<file path="config.mk">
export PLATFORM = sky130hd
export DESIGN_NAME = priority_encoder_q
export DESIGN_NICKNAME = d
export VERILOG_FILES = /design/src/rtl/priority_encoder_q.sv
export SDC_FILE = /design/constraint.sdc
export NUM_CORES = 1
export LEC_CHECK = 0
export CAP_MARGIN = 20
export CORE_MARGIN = 4
export CORE_UTILIZATION = 47
export CTS_CLUSTER_DIAMETER = 40
export CTS_CLUSTER_SIZE = 12
export DETAILED_ROUTE_END_ITERATION = 12
export PLACE_DENSITY = 0.78
export SLEW_MARGIN = 25
export SYNTH_ARGS = -nofsm -noshare
export SYNTH_HDL_FRONTEND = slang
export SYNTH_SLANG_ARGS = --single-unit
</file>
<file path="constraint.sdc">
create_clock -name clk -period 4.7 [get_ports clk]
set_clock_uncertainty 0.1 [all_clocks]
set_input_delay 0.47 -clock clk [delete_from_list [all_inputs] [get_ports clk]]
set_output_delay 0.47 -clock clk [all_outputs]
set_load 0.02 [all_outputs]
</file>
<file path="src/rtl/priority_encoder_q.sv">
// Registered priority encoder: collects request bits into a pending vector and offers one
// binary index at a time over valid/ready, lowest- or highest-index first.
`timescale 1ns/1ps

module priority_encoder_q #(
    parameter int unsigned WIDTH     = 8,
    parameter bit          MSB_FIRST = 1'b0,
    localparam int unsigned IDX_W    = $clog2(WIDTH)
) (
    input  logic             clk,
    input  logic             rst_n,
    input  logic [WIDTH-1:0] in_req,
    output logic             out_valid,
    output logic [IDX_W-1:0] out_idx,
    input  logic             out_ready,
    output logic [WIDTH-1:0] pending,
    output logic [IDX_W:0]   pend_cnt,
    output logic             multi_hit
);

    localparam logic [0:0] ST_IDLE  = 1'b0;
    localparam logic [0:0] ST_OFFER = 1'b1;

    logic [0:0]       state_q, state_d;
    logic [WIDTH-1:0] pend_q, pend_d;
    logic [WIDTH-1:0] grant;
    logic [IDX_W-1:0] idx_q, idx_d;
    logic [IDX_W:0]   cnt_q, cnt_d;
    logic             multi_q, multi_d;
    logic             accept;

    function automatic logic [IDX_W-1:0] enc(input logic [WIDTH-1:0] v);
        logic [IDX_W-1:0] r;
        r = '0;
        // The last match in scan order wins, so scan away from the priority end.
        if (MSB_FIRST) begin
            for (int unsigned i = 0; i < WIDTH; i++) begin
                if (v[i]) r = IDX_W'(i);
            end
        end else begin
            for (int i = int'(WIDTH) - 1; i >= 0; i--) begin
                if (v[i]) r = IDX_W'(i);
            end
        end
        return r;
    endfunction

    function automatic logic [IDX_W:0] popcnt(input logic [WIDTH-1:0] v);
        logic [IDX_W:0] c;
        c = '0;
        for (int unsigned i = 0; i < WIDTH; i++) begin
            c = c + (IDX_W+1)'(v[i]);
        end
        return c;
    endfunction

    assign accept = (state_q == ST_OFFER) && out_ready;

    always_comb begin
        grant = '0;
        for (int unsigned i = 0; i < WIDTH; i++) begin
            grant[i] = accept && (idx_q == IDX_W'(i));
        end
    end

    // Set wins over clear: a re-request on the accepted bit keeps it pending.
    assign pend_d  = (pend_q & ~grant) | in_req;
    assign cnt_d   = popcnt(pend_d);
    assign multi_d = popcnt(in_req) > (IDX_W+1)'(1);

    always_comb begin
        state_d = state_q;
        idx_d   = idx_q;
        unique case (state_q)
            ST_IDLE: begin
                if (|pend_d) begin
                    state_d = ST_OFFER;
                    idx_d   = enc(pend_d);
                end
            end
            ST_OFFER: begin
                // Without an accept the offer is frozen, even if higher priority arrives.
                if (accept) begin
                    if (|pend_d) begin
                        idx_d = enc(pend_d);
                    end else begin
                        state_d = ST_IDLE;
                        idx_d   = '0;
                    end
                end
            end
            default: begin
                state_d = ST_IDLE;
                idx_d   = '0;
            end
        endcase
    end

    always_ff @(posedge clk) begin
        if (!rst_n) begin
            state_q <= ST_IDLE;
            pend_q  <= '0;
            idx_q   <= '0;
            cnt_q   <= '0;
            multi_q <= 1'b0;
        end else begin
            state_q <= state_d;
            pend_q  <= pend_d;
            idx_q   <= idx_d;
            cnt_q   <= cnt_d;
            multi_q <= multi_d;
        end
    end

    assign out_valid = (state_q == ST_OFFER);
    assign out_idx   = idx_q;
    assign pending   = pend_q;
    assign pend_cnt  = cnt_q;
    assign multi_hit = multi_q;

endmodule

</file>
==> reports/results.ini <==
[power_and_ir_drop]
peakVddDrop_mv=0.237
p_leak_nw=0.584
powerDensity_nw_per_um2=313
finalPower_uw=443

[placed_design]
io_buffers=27
dp_hpwl_um=2100
dpl-instance-area_sq_um=1390
dpl_worst_slack_ns=0.398
gp_congestion=0.873

[final_layout]
most-common-layout-cells=clkdlybuf4s50_1 (27), inv_1 (21), dfxtp_1 (17)
final_area_sq_um=1410
drive_above_1_share_pct=5.26
synthToLayoutAreaGrowth_pct=32.0
fillers=191
n_antenna_cell=0
nets=179
layout_commonest_cell=clkdlybuf4s50_1

[setup_path]
critPathSlowestCell=fa_1
critPathMostFrequentCell=fa_1
crit_buf_inv=3
critical_path_class=in -> reg
crit_required_ns=4.78
crit_path_start_kind=input pin
slowest_delay_ns=0.52
crit_chain=clkdlybuf4s50_1 -> nand3_1 -> o31ai_1 -> and2_1 -> fa_1 -> inv_1 -> fa_1 -> fa_1 -> ha_1 -> inv_1 -> fa_1 -> xor2_1 -> nor2_1
cp_top_family=adder cells
endpoint_kind=flop
critPathMaxFanout=5
arrival_ns=4.09

[drt]
viasPerCell=5.41
drc=0
antenna_left=0
drtIter0Drc=19
wl_per_cell_um=14.5
via_count=973
drt_wl_total_um=2600
dr.pass1.iters=4

[synth]
ys_types=33
synth_seq_area_share_pct=31.8
syn-num-nets=146
ys_async_sr_fraction_pct=0
avgSynthCellArea_sq_um=8.93
synth_warnings=0
synth-edff-count=0
ys_seq_elements=17
synth_area_sq_um=1070
netlist_instances=120
synthFlopType=dfxtp_1

[sta]
fmax_mhz=249
maxSlewViolCount=0
worst_pin_slew_ns=0.754
max-slew-margin-rel_pct=48.4
setup_violations=0
final-hold-violation-count=0
fin_crit_sh_pct=85.4
tns_ns=0
rsz0062_at_grt=false
fin_crit_ns=4.01
setup_ws_ns=0.688

[clock_tree]
insertion_delay_ns=0.29
ctsResizeCount=0
clock_path_buffers=2
numCtsBuffers=3
cts.clk_slew.worst_paths_ns=0.10
cts.htree.levels=1
hold_buffers=0
cts_tree=built
cts.sinks=17
post_cts_buffers=0
cts-root-buf=clkbuf_4

[global_route]
track_usage_pct=18.6
grt_overflow=0
antenna_found_initial=0
grt_max_degree=15
grt_pass1_vias=989
grt_pass1_wl_um=4540

[floorplanning]
fp.dieH_um=55.7
dieArea_sq_um=3110
placementRows=17
coreArea_sq_um=2190
initial_core_util_pct=48.9
fp.dieW_um=55.7
io_pins=28

[min_path]
min_path_type=reg -> reg

[status]
status=finished clean

[run]
maxCapViolCount=0

stage by stage:
stage	hold slack [ns]	cells	utilization [%]
detailed placement	0.399	176	63.3
global route	0.448	180	64.5
floorplan	0.468	120	-
CTS	0.415	180	64.5
finish	0.416	180	64.5
global placement	0.405	176	63.3
power breakdown:
part / switching [mW] / internal (mW) / leakage (nW)
registers: 0.00824 / 0.164 / 0.142
clock network: 0.0469 / 0.0330 / 0.0150
logic: 0.101 / 0.0898 / 0.428
kinds of logic after synthesis:
logic type | Yosys count | share of synthesized area [%]
adders and majority gates | 15 | 23.1
and+or+nand+nor | 38 | 19.0
DFF | 17 | 31.8
buffers and inverters | 22 | 7.71
xor gates and xnor gates | 1 | 0.818
AOI/OAI and AO/OA | 27 | 17.5
area by class of cell:
| type | instances | area [sq um] | share of cell area [%] |
|---|---|---|---|
| tap | 28 | 35.0 | 2.48 |
| clock buffer | 4 | 26.3 | 1.86 |
| timing repair buffer | 29 | 285 | 20.2 |
| multi-input combinational | 81 | 648 | 45.8 |
| sequential | 17 | 340 | 24.1 |
| inverter | 21 | 78.8 | 5.58 |
cells in the mapped netlist, types with 3 or more instances:
master	instances	area share [%]
inv_1	21	7.4
dfxtp_1	17	32
nor2_1	9	3.2
fa_1	8	15
a21oi_1	7	3.3
ha_1	7	8.2
and2_1	5	2.9
nand2_1	5	1.8
nand3b_1	3	2.1
o21ai_0	3	1.4
o31a_1	3	2.5
o31ai_1	3	2.1
or2_2	3	1.8
worst paths after layout:
check,startpoint,to,slack [ns],depth (start not counted)
setup / recovery,out_ready,pend_cnt[2],0.69,13
hold / removal,out_idx[0],out_idx[0],0.42,2
setup reg to reg,out_valid,pend_cnt[2],0.93,12
hold reg to reg,out_idx[0],out_idx[0],0.42,2
sequential cells by signal, summed over array words and instances (netlist names):
name,cells
out_valid,1
multi_hit,1
pending,8
out_idx,3
pend_cnt,4
worst register-to-register path, cell delays in order (launching register included):
cell and delay (ns):
dfxtp_1 0.43, nand3_1 0.25, o31ai_1 0.31, and2_1 0.28
fa_1 0.44, inv_1 0.08, fa_1 0.44, fa_1 0.52
ha_1 0.17, inv_1 0.06, fa_1 0.37, xor2_1 0.16
nor2_1 0.05
per-layer routing:
metal / share of wire [%] / track usage, % / routed length, um
met1: 43 / 23.8 / 1120
met4: 2.1 / 8.68 / 55
met3: 5.8 / 3.48 / 152
met5: 0 / 0 / 0
met2: 49 / 30.1 / 1270
(Power assumes the default switching activity.)
